<file path="src/rtl/clkgate_pkg.sv">
// ============================================================================
// Module      : clkgate_pkg
// Description : Shared constants and the counter-width helper for the
//               hysteretic clock-gate array.
// Revision    : 1.0 - initial release
// ============================================================================
`default_nettype none
`timescale 1ns/1ps

package clkgate_pkg;

   localparam int HOLD_MAX = 255;

   // Counter width for values 0..v-1, never narrower than one bit
   function automatic int clog2_min1(input int v);
      int w;
      w = $clog2(v);
      return (w < 1) ? 1 : w;
   endfunction

endpackage

`default_nettype wire

</file>
<file path="src/rtl/clkgate_chan.sv">
// ============================================================================
// Module      : clkgate_chan
// Description : One gated-clock channel: idle-hold counter, low-phase
//               enable latch and output AND. Optional TE input is present
//               when CLKGATE_TEST_OVERRIDE_EN is defined.
// Revision    : 1.0 - initial release
// ============================================================================
`default_nettype none
`timescale 1ns/1ps

module clkgate_chan
   import clkgate_pkg::*;
#(
   parameter int HOLD = 3
) (
   input  logic CK,
   input  logic RN,
`ifdef CLKGATE_TEST_OVERRIDE_EN
   input  logic TE,
`endif
   input  logic E,
   output logic GCK,
   output logic IQ
);

   localparam int CW = clog2_min1(HOLD + 1);

   logic [CW-1:0] r_cnt;
   logic          w_busy;
   logic          w_en_req;
   logic          r_iq;

   generate
      if (HOLD == 0) begin : g_plain
         assign r_cnt = '0;
      end else begin : g_hyst
         localparam logic [CW-1:0] c_hold = CW'(HOLD);
         always_ff @(posedge CK or negedge RN) begin
            if (!RN) begin
               r_cnt <= '0;
            end else if (E) begin
               r_cnt <= c_hold;
            end else if (r_cnt != '0) begin
               r_cnt <= r_cnt - CW'(1);
            end
         end
      end
   endgenerate

   assign w_busy = (r_cnt != '0);

`ifdef CLKGATE_TEST_OVERRIDE_EN
   assign w_en_req = E | w_busy | TE;
`else
   assign w_en_req = E | w_busy;
`endif

   // Transparent only while CK is low, so the AND below cannot emit runts;
   // reset clears it at once, truncating any pulse in flight.
   always_latch begin
      if (!RN) begin
         r_iq <= 1'b0;
      end else if (!CK) begin
         r_iq <= w_en_req;
      end
   end

   assign GCK = CK & r_iq;
   assign IQ  = r_iq;

endmodule

`default_nettype wire

</file>
<file path="src/rtl/clkgate_array_hyst.sv">
// ============================================================================
// Module      : clkgate_array_hyst
// Description : N_CH independent glitch-free clock gates with HOLD-cycle idle
//               hysteresis. CLKGATE_TEST_OVERRIDE_EN adds a TE scan override.
// Revision    : 1.0 - initial release
// ============================================================================
`default_nettype none
`timescale 1ns/1ps

module clkgate_array_hyst
   import clkgate_pkg::*;
#(
   parameter int N_CH = 4,
   parameter int HOLD = 3
) (
   input  logic            CK,
   input  logic            RN,
`ifdef CLKGATE_TEST_OVERRIDE_EN
   input  logic            TE,
`endif
   input  logic [N_CH-1:0] E,
   output logic [N_CH-1:0] GCK,
   output logic [N_CH-1:0] ACTIVE,
   output logic            ALL_IDLE
);

   generate
      if (HOLD > HOLD_MAX || HOLD < 0) begin : g_hold_range_err
         $error("clkgate_array_hyst: HOLD out of range");
      end
      if (N_CH < 1) begin : g_nch_range_err
         $error("clkgate_array_hyst: N_CH must be at least 1");
      end

      for (genvar i = 0; i < N_CH; i++) begin : g_ch
         clkgate_chan #(
            .HOLD (HOLD)
         ) u_chan (
            .CK  (CK),
            .RN  (RN),
`ifdef CLKGATE_TEST_OVERRIDE_EN
            .TE  (TE),
`endif
            .E   (E[i]),
            .GCK (GCK[i]),
            .IQ  (ACTIVE[i])
         );
      end
   endgenerate

   assign ALL_IDLE = ~|ACTIVE;

endmodule

`default_nettype wire

</file>
<file path="config.mk">
export PLATFORM = sky130hd
export DESIGN_NAME = clkgate_array_hyst
export DESIGN_NICKNAME = d
export VERILOG_FILES = /design/src/rtl/clkgate_pkg.sv /design/src/rtl/clkgate_chan.sv /design/src/rtl/clkgate_array_hyst.sv
export SDC_FILE = /design/constraint.sdc
export NUM_CORES = 1
export LEC_CHECK = 0
export CAP_MARGIN = 0
export CORE_AREA = 2 2 39 41
export CTS_CLUSTER_DIAMETER = 150
export DETAILED_ROUTE_END_ITERATION = 8
export DIE_AREA = 0 0 41 43
export DONT_BUFFER_PORTS = 1
export PLACE_DENSITY = 0.59
export SLEW_MARGIN = 30
export SYNTH_ARGS = -nofsm -noshare
export SYNTH_HDL_FRONTEND = slang
export SYNTH_SLANG_ARGS = --single-unit
export TNS_END_PERCENT = 30
</file>
<file path="constraint.sdc">
create_clock -name CK -period 1.15 [get_ports CK]
set_input_delay 0.0575 -clock CK [delete_from_list [all_inputs] [get_ports CK]]
set_output_delay 0.0575 -clock CK [all_outputs]
set_load 0.1 [all_outputs]
</file>
# ---- Word level (Yosys, flattened, before mapping)
# Index checks and enable logic that the tools add are counted.
dict set report word_totals {
  latchBits 4
  rom_bits 0
  output_inout_bits 9
  ff_bits 8
  inputBits 6
  ram_bits 0
  n_memories 0
  word_cells 48
}
dict set report op_classes {
  shifts 0
  order_cmp 0
  muxes 18
  n_div 0
  n_eq_ne 0
  n_addsub 4
  bitwise 8
  mul 0
  reduce_logical 10
}
# op n
set op_table {}
lappend op_table {{$mux W2} 8}
lappend op_table {{$reduce_bool A2 Y1} 8}
lappend op_table {{$mux W1} 10}
lappend op_table {{$sub A2 B1 Y2 const B} 4}
lappend op_table {{$and A1 B1 Y1} 4}
lappend op_table {{$or A1 B1 Y1} 4}
lappend op_table {{$reduce_or A4 Y1} 1}
lappend op_table {{$logic_not A1 Y1} 1}

# ---- Longest topological paths before layout
# Gate-level depths: netlist of the first run.
dict set report logic_depth {
  ltp_word 4
  mapped_depth 4
  ltp_nobuf 4
}

# ---- Hierarchy
# A second synthesis of the first run with hierarchy kept.
dict set report hier_totals {
  cells_unflattened 57
  hier_area_um2 533.0
}
# module seq_area_each_um2 area_each_um2 instances cells_each
set by_module_without_submodules {}
lappend by_module_without_submodules {clkgate_chan 50.0 130.1 4 14}
lappend by_module_without_submodules {clkgate_array_hyst 0.0 12.5 1 1}

==> results of run 1 <==
==> power by group <==
part           switching (W)  total [W]  leakage, nW  internal, W
logic               0.000307   0.000587        0.257     0.000280
registers          0.0000680   0.000494        0.115     0.000425
clock network       0.000894    0.00157       0.0935     0.000675
==> cells by family (layout without fill, tap and decap cells) <==
group	Yosys count	after routing
compound gates	8	8
xor+xnor	4	4
fa+ha+maj	4	4
buf+inv	20	48
flops	8	8
latches	4	4
simple gates	14	14
==> timing repair <==
item / in CTS / in global routing
buffers inserted: 1 / 1
hold endpoints to repair: 21 / 13
pin swaps: 3 / 4
resized for setup: 13 / 8
endpoints found under the setup margin: 13 / 14
==> area by class of cell <==
type	count	area, µm²	share of cell area
tap	16	20.0	0.0214
sequential	12	260	0.278
multi-input combinational	30	292	0.312
inverter	12	45.0	0.0482
timing repair buffer	19	194	0.207
clock buffer	17	124	0.133
==> state kept, by name (all words and copies together), names as in the netlist <==
register	cells
g_ch.u_chan.r_cnt	8
g_ch.u_chan.IQ	4
==> synth_stat cells <==
library cell	n	area (µm²)
inv_1	12	45.0
nand2_1	9	33.8
buf_4	8	60.1
dfrtp_1	8	200
a21boi_0	4	30.0
and2_1	4	25.0
dlxtp_1	4	60.1
ha_1	4	50.1
o211ai_1	4	30.0
xor2_1	4	35.0
nor4_1	1	6.26
==> worst max-delay path by stage <==
| stage | start | cells after the start | slack, ns | to |
|---|---|---|---|---|
| 3_5_place_dp | g_ch[0].u_chan.IQ$_DLATCH_P_ | 1 | -0.73 | GCK[0] |
| 4_1_cts | g_ch[1].u_chan.IQ$_DLATCH_P_ | 3 | -1.05 | ALL_IDLE |
| 5_1_grt | g_ch[0].u_chan.IQ$_DLATCH_P_ | 4 | -1.13 | ALL_IDLE |
| 3_3_place_gp | g_ch[0].u_chan.IQ$_DLATCH_P_ | 1 | -0.73 | GCK[0] |
| 6_report | g_ch[0].u_chan.IQ$_DLATCH_P_ | 3 | -1.04 | ALL_IDLE |
| 2_1_floorplan | g_ch[2].u_chan.IQ$_DLATCH_P_ | 1 | -0.89 | ALL_IDLE |
==> stage by stage <==
stage | setup TNS [ns] | power (W)
3_3_place_gp | -3.89 | 0.00162
6_report | -7.34 | 0.00265
3_5_place_dp | -3.99 | 0.00164
4_1_cts | -7.59 | 0.00263
2_1_floorplan | -3.60 | 0.00167
5_1_grt | -8.26 | 0.00283
==> layer usage <==
layer	part of all wire	up-vias	global-route usage	wire, µm
met1	0.43	218	0.234	550
met2	0.48	22	0.250	606
met5	0	-	0	0
met3	0.082	2	0.131	105
li1	-	240	-	-
met4	0.0086	0	0.240	11
==> summary.md, run 1 <==
| Metric | Value |
|---|---|
| Synth Register Bits | `12` |
| Yosys cell types | `11` |
| Core box area | `0.00138 mm²` |
| Max Slew Vio Count | `0` |
| HPWL after DPL | `699 µm` |
| WHS | `-0.765 ns` |
| Syn_nets | `72` |
| IO Count | `15` |
| Kind of critical path | `latch to output pin` |
| Global-route wire length before repair | `2390 µm` |
| Reg2reg setup slack | `0 ns` |
| Hold Path Depth | `0` |
| Yosys Warn Count | `0` |
| Slew HR | `0.662` |
| Adder-cell area share of the yosys netlist | `0.0870` |
| Final hold violations | `13` |
| Clock Pin Slew Worst Setup and Hold Paths | `0.04 ns` |
| Die ar. | `0.00176 mm²` |
| Worst r2r src | `g_ch[0].u_chan.r_cnt[1]$_DFFE_PN0P_` |
| Mux contribution to synthesized area | `0` |
| Synthesis-to-layout area growth | `62.4%` |
| Grt ovf | `0` |
| Drt drc | `0` |
| Crit path top cell by count | `buf_12` |
| CP arrival | `2.13 ns` |
| Initial DRC Count | `14` |
| Status | `finished with violations` |
| CTS tree | `built` |
| Post-layout instance area | `935 µm²` |
| Clk_skew | `0.0651 ns` |
| Worst hold path class | `input port to clock gate` |
| Rows | `14` |
| WP data required | `1.09 ns` |
| Antenna diode count | `0` |
| Routability-driven placement congestion ratio | `0.598` |
| Worst Hold Launch | `RN` |
| Placement Cell Area | `701 µm²` |
| Failing checks | `hold timing, setup timing` |
| CP max FO | `2` |
| Post-Syn Instances | `62` |
| Hold_buf cts | `4` |
| Xor and xnor area share after synthesis | `0.0609` |
| Most frequent cells in the layout | `clkbuf_4, buf_4, nand2_1` |
| Final antenna-violating net count | `0` |
| DIE WIDTH | `41 µm` |
| Worst Setup End Kind | `output pin` |
| Finished Layout Cells | `106` |
| Fillers | `121` |
| Maxcap violations | `0` |
| Port buffer count | `0` |
| Main combinational cell family by area after synthesis | `buffers and inverters` |
| RSZ-0062 raised after global routing | `yes` |
| Vias per cell | `4.55` |
| Worst skew pair latency | `0.54 ns` |
| Synth Area in Compound Gates | `0.104` |
| Reg2reg end | `g_ch[0].u_chan.IQ$_DLATCH_P_` |
| Share of layout cells above drive strength 1 | `0.556` |
| GRT Total Usage | `0.214` |
| Initial Util | `0.416` |
| Worst Tran Pin Value | `0.508 ns` |
| VDD IR max | `1240 µV` |
| Largest net degree at the start of global routing | `14` |
| Initial antenna violation count | `0` |
| Final Worst Setup Slack | `-1.04 ns` |
| Reg2Reg Depth | `3` |
| Leakage power | `0.465 nW` |
| CP top delay family | `buffers and inverters` |
| Placed insts | `83` |
| Power per Cell Area | `2830 mW/mm²` |
| Post-layout utilization of the core | `0.675` |
| Vias in the first global route | `599` |
| Synth Area in Simple Gates | `0.113` |
| Slowest stage cell, crit path | `nor4_4` |
| Drt total wl | `1270 µm` |
| Syn_area_per_cell | `9.28 µm²` |
| # setup viols final | `13` |
| Vias | `482` |
| Buffer and inverter count on the worst path | `2` |
| Die height | `43 µm` |
| Most common cell after layout, fill and taps aside | `clkbuf_4` |
| Initial DRT Pass Iterations | `4` |
| Drt wl/cell | `12.0 µm` |
| Pre-CTS setup slack | `-0.733 ns` |
| Fin nets | `101` |
| Worst path cell trace | `buf_12, nor4_4, buf_12` |
| Worst path max stage delay | `0.32 ns` |
| Synth Cell Area | `576 µm²` |
| Critical path launch point type | `latch` |
(Power assumes the default switching activity.)
==> inputs of run 2 (changes only) <==
--- a/config.mk
+++ b/config.mk
@@ -12,6 +12,7 @@
 export DIE_AREA = 0 0 41 43
 export DONT_BUFFER_PORTS = 1
 export PLACE_DENSITY = 0.59
+export REMOVE_ABC_BUFFERS = 1
 export SLEW_MARGIN = 30
 export SYNTH_ARGS = -nofsm -noshare
 export SYNTH_HDL_FRONTEND = slang
==> run 2 against run 1 <==
- the run now fails in global routing
- synthesized cell count did not move
- synthesized area stayed put
==> summary.md, run 2 <==
| Metric | Value |
|---|---|
| Err | `[ERROR GRT-0232] Routing congestion too high. Check the congestion heatmap in the GUI.` |
| Placement Cell Area | `672 µm² (was 701 µm²)` |
| Pre-CTS setup slack | `-0.817 ns (was -0.733 ns)` |
| Post-synth top cells | `inv_1, nand2_1, buf_4, dfrtp_1 (unchanged)` |
| Worst_ep grt | `ALL_IDLE` |
| Fail Step | `global routing` |
| Worst End Pin Type | `output port` |
| Synth top area cells | `dfrtp_1, dlxtp_1, buf_4 (unchanged)` |
| Die height | `43 µm (unchanged)` |
| HPWL after DPL | `723 µm (was 699 µm)` |
| Status | `did not finish (was finished with violations)` |
| Rows | `14 (unchanged)` |
| Syn_area_per_cell | `9.28 µm² (unchanged)` |
| Async S/R FF share, synth | `0.667 (unchanged)` |
| Yosys cell types | `11 (unchanged)` |
| GRT Total Usage | `200` |
| Port buffer count | `0 (unchanged)` |
| Leading area contributor after synthesis | `dfrtp_1 (unchanged)` |
| Top-count cell post-synth | `inv_1 (unchanged)` |
| Synth Register Bits | `12 (unchanged)` |
| Synth Cell Area | `576 µm² (unchanged)` |
| Grt ovf | `197,000` |
| Largest net degree at the start of global routing | `14` |
| Post-Syn Instances | `62 (unchanged)` |
| IO Count | `15 (unchanged)` |
| EDFF count, synth | `0 (unchanged)` |
| Main synth FF type | `dfrtp_1 (unchanged)` |
| Share of the synthesized area in the top cell type | `0.348 (unchanged)` |
| DIE WIDTH | `41 µm (unchanged)` |
| Yosys Warn Count | `0 (unchanged)` |
| Routability-driven placement congestion ratio | `0.754 (was 0.598)` |
| Initial Util | `0.416 (unchanged)` |
-- run 2: cell counts after synthesis --
No cell type changed its count.
-- run 2: cell families after synthesis --
group                      synth area share
buffers and inverters                 0.183
latches                               0.104
and+or+nand+nor                       0.113
AOI/OAI and AO/OA                     0.104
xor gates and xnor gates             0.0609
DFF                                   0.348
adders and majority gates            0.0870
-- run 2: timing repair --
item,CTS
resized for setup,19
buffers inserted,0
setup endpoints to repair,13
endpoints found under the hold margin,21
hold buffers,4
cloned,0
pin swaps,3
-- run 2: metrics by stage --
| stage | setup TNS (ns) | std cells | hold slack [ns] | util |
|---|---|---|---|---|
| after global placement | -4.74 | 85 | -0.517 | 0.486 |
| after CTS | -7.68 | 106 | -0.785 | 0.636 |
| after detailed placement | -4.99 | 85 | -0.517 | 0.486 |
| after floorplan | -11.90 | 54 | -0.518 | - |
-- run 2: metal layers --
| metal | GRT overflow | GRT usage |
|---|---|---|
| met5 | 0 | 0 |
| met4 | 131000 | 874 |
| met3 | 65500 | 343 |
| met2 | 0 | 0.241 |
| met1 | 0 | 0.164 |
==> inputs of run 3 (changes only) <==
--- a/config.mk
+++ b/config.mk
@@ -6,12 +6,11 @@
 export NUM_CORES = 1
 export LEC_CHECK = 0
 export CAP_MARGIN = 0
-export CORE_AREA = 2 2 39 41
-export CTS_CLUSTER_DIAMETER = 150
+export CORE_AREA = 2 2 63 65
 export DETAILED_ROUTE_END_ITERATION = 8
-export DIE_AREA = 0 0 41 43
+export DIE_AREA = 0 0 65 67
 export DONT_BUFFER_PORTS = 1
-export PLACE_DENSITY = 0.59
+export PLACE_DENSITY_LB_ADDON = 0.15
 export REMOVE_ABC_BUFFERS = 1
 export SLEW_MARGIN = 30
 export SYNTH_ARGS = -nofsm -noshare
==> run 3 against run 2 <==
- the flow now finishes, with violations (hold timing, setup timing)
==> summary.md, run 3 (synthesis results as in run 1) <==
| Metric | Value |
|---|---|
| Status | `finished with violations (was did not finish)` |
| Failing checks | `hold timing, setup timing` |
| Port buffer count | `0 (unchanged)` |
| Grt ovf | `0` |
| Drt drc | `0` |
| VDD IR max | `883 µV` |
| Setup crit end | `ALL_IDLE` |
| CP max FO | `2` |
| Leakage power | `0.524 nW` |
| Critical Path Source | `g_ch[1].u_chan.IQ$_DLATCH_P_` |
| Hold_buf cts | `4 (unchanged)` |
| Kind of critical path | `latch to output pin` |
| CP arrival | `2.14 ns` |
| Vias | `479` |
| Most frequent cells in the layout | `clkbuf_8, inv_1, buf_4` |
| Setup TNS | `-7.01 ns` |
| Vias per cell | `3.45` |
| Fin nets | `102` |
| Final Worst Setup Slack | `-1.05 ns` |
| Post-layout utilization of the core | `0.289` |
| Worst Tran Pin Value | `0.515 ns` |
| # setup viols final | `13` |
| Drt total wl | `1330 µm` |
| Slew HR | `0.658` |
| Worst path cell trace | `buf_6, nor4_4, clkbuf_16` |
| Worst hold path class | `input port to clock gate` |
| Drt wl/cell | `9.58 µm` |
| HPWL after DPL | `851 µm (was 723 µm)` |
| Routability-driven placement congestion ratio | `0.697 (was 0.754)` |
| Final hold violations | `13` |
| Max reg flops | `8` |
| CTS tree | `built` |
| Rows | `22 (was 14)` |
| Core box area | `0.00361 mm²` |
| Global-route wire length before repair | `2260 µm` |
| Initial antenna violation count | `0` |
| RSZ-0062 raised after global routing | `yes` |
| Worst skew pair latency | `0.51 ns` |
| Most flops, register | `g_ch.u_chan.r_cnt` |
| Pre-CTS setup slack | `-0.802 ns (was -0.817 ns)` |
| Die height | `67 µm (was 43 µm)` |
| IO Count | `15 (unchanged)` |
| Initial Util | `0.160 (was 0.416)` |
| Clk_skew | `0.0791 ns` |
| Power per Cell Area | `3000 mW/mm²` |
| WP data required | `1.09 ns` |
| Final antenna-violating net count | `0` |
| Initial DRC Count | `34` |
| Reg2reg end | `g_ch[0].u_chan.IQ$_DLATCH_P_` |
| Clock Pin Slew Worst Setup and Hold Paths | `0.03 ns` |
| Antenna diode count | `0` |
| Slowest stage cell, crit path | `nor4_4` |
| WHS | `-0.753 ns` |
| Worst Hold Launch | `RN` |
| Die ar. | `0.00436 mm²` |
| Worst r2r src | `g_ch[0].u_chan.r_cnt[0]$_DFFE_PN0P_` |
| Worst Setup End Kind | `output pin` |
| Initial DRT Pass Iterations | `4` |
| Critical path launch point type | `latch` |
| Vias in the first global route | `597` |
| DIE WIDTH | `65 µm (was 41 µm)` |
| Reg2Reg Depth | `3` |
| Largest net degree at the start of global routing | `14` |
| Max Slew Vio Count | `0` |
| Share of layout cells above drive strength 1 | `0.484` |
| Synthesis-to-layout area growth | `81.3%` |
| GRT Total Usage | `0.0842` |
| Reg2reg setup slack | `0 ns` |
| Maxcap violations | `0` |
| Worst path max stage delay | `0.31 ns` |
| Most common cell after layout, fill and taps aside | `clkbuf_8` |
==> run 3: metrics by stage <==
step | hold slack [ns] | instance area, µm² | total power (W) | std cells
2_1_floorplan | -0.518 | 515 | 0.00140 | 54
3_3_place_gp | -0.516 | 697 | 0.00154 | 115
3_5_place_dp | -0.516 | 697 | 0.00154 | 115
4_1_cts | -0.757 | 1020 | 0.00315 | 138
5_1_grt | -0.760 | 1040 | 0.00333 | 139
6_report | -0.753 | 1040 | 0.00313 | 139
==> run 3: how the worst min path moves through the flow <==
stage	end	slack [ns]	cells past startpoint
after floorplan	clock gate	-0.52	0
after global placement	clock gate	-0.52	0
after detailed placement	clock gate	-0.52	0
after CTS	clock gate	-0.76	0
after global routing	clock gate	-0.76	0
final	clock gate	-0.75	0
==> run 3: layout make-up <==
cell class | instances | area [µm²]
fill | 377 | 2560
clock buffer | 16 | 220
timing repair buffer | 20 | 193
clock inverter | 1 | 3.75
inverter | 12 | 45.0
multi-input combinational | 30 | 262
sequential | 12 | 260
tap | 48 | 60.1
==> run 3: repair_timing <==
item | in CTS | in global routing
pin swaps | 7 | 3
resized for setup | 19 | 4
cloned | 0 | 0
hold endpoints to repair | 21 | 13
setup buffers | 2 | 1
endpoints found under the setup margin | 13 | 13
==> run 3: metal layers <==
| layer | GRT usage | vias up | share of wire |
|---|---|---|---|
| met5 | 0 | - | 0 |
| met4 | 0.106 | 0 | 0.0075 |
| met3 | 0.0912 | 2 | 0.12 |
| met2 | 0.101 | 21 | 0.45 |
| met1 | 0.0646 | 213 | 0.42 |
| li1 | - | 243 | - |
==> run 3: power breakdown <==
group          leakage [nW]  switching [W]  internal [W]
Combinational         0.271       0.000278      0.000248
Sequential            0.115      0.0000492      0.000426
Clock                 0.139       0.000955       0.00117
==> run 3: critical path: cells and delay by family, from the launching register on <==
kind          cells  cell delay (ns)
buf+inv           2             0.44
simple gates      1             0.31
latches           1             0.28
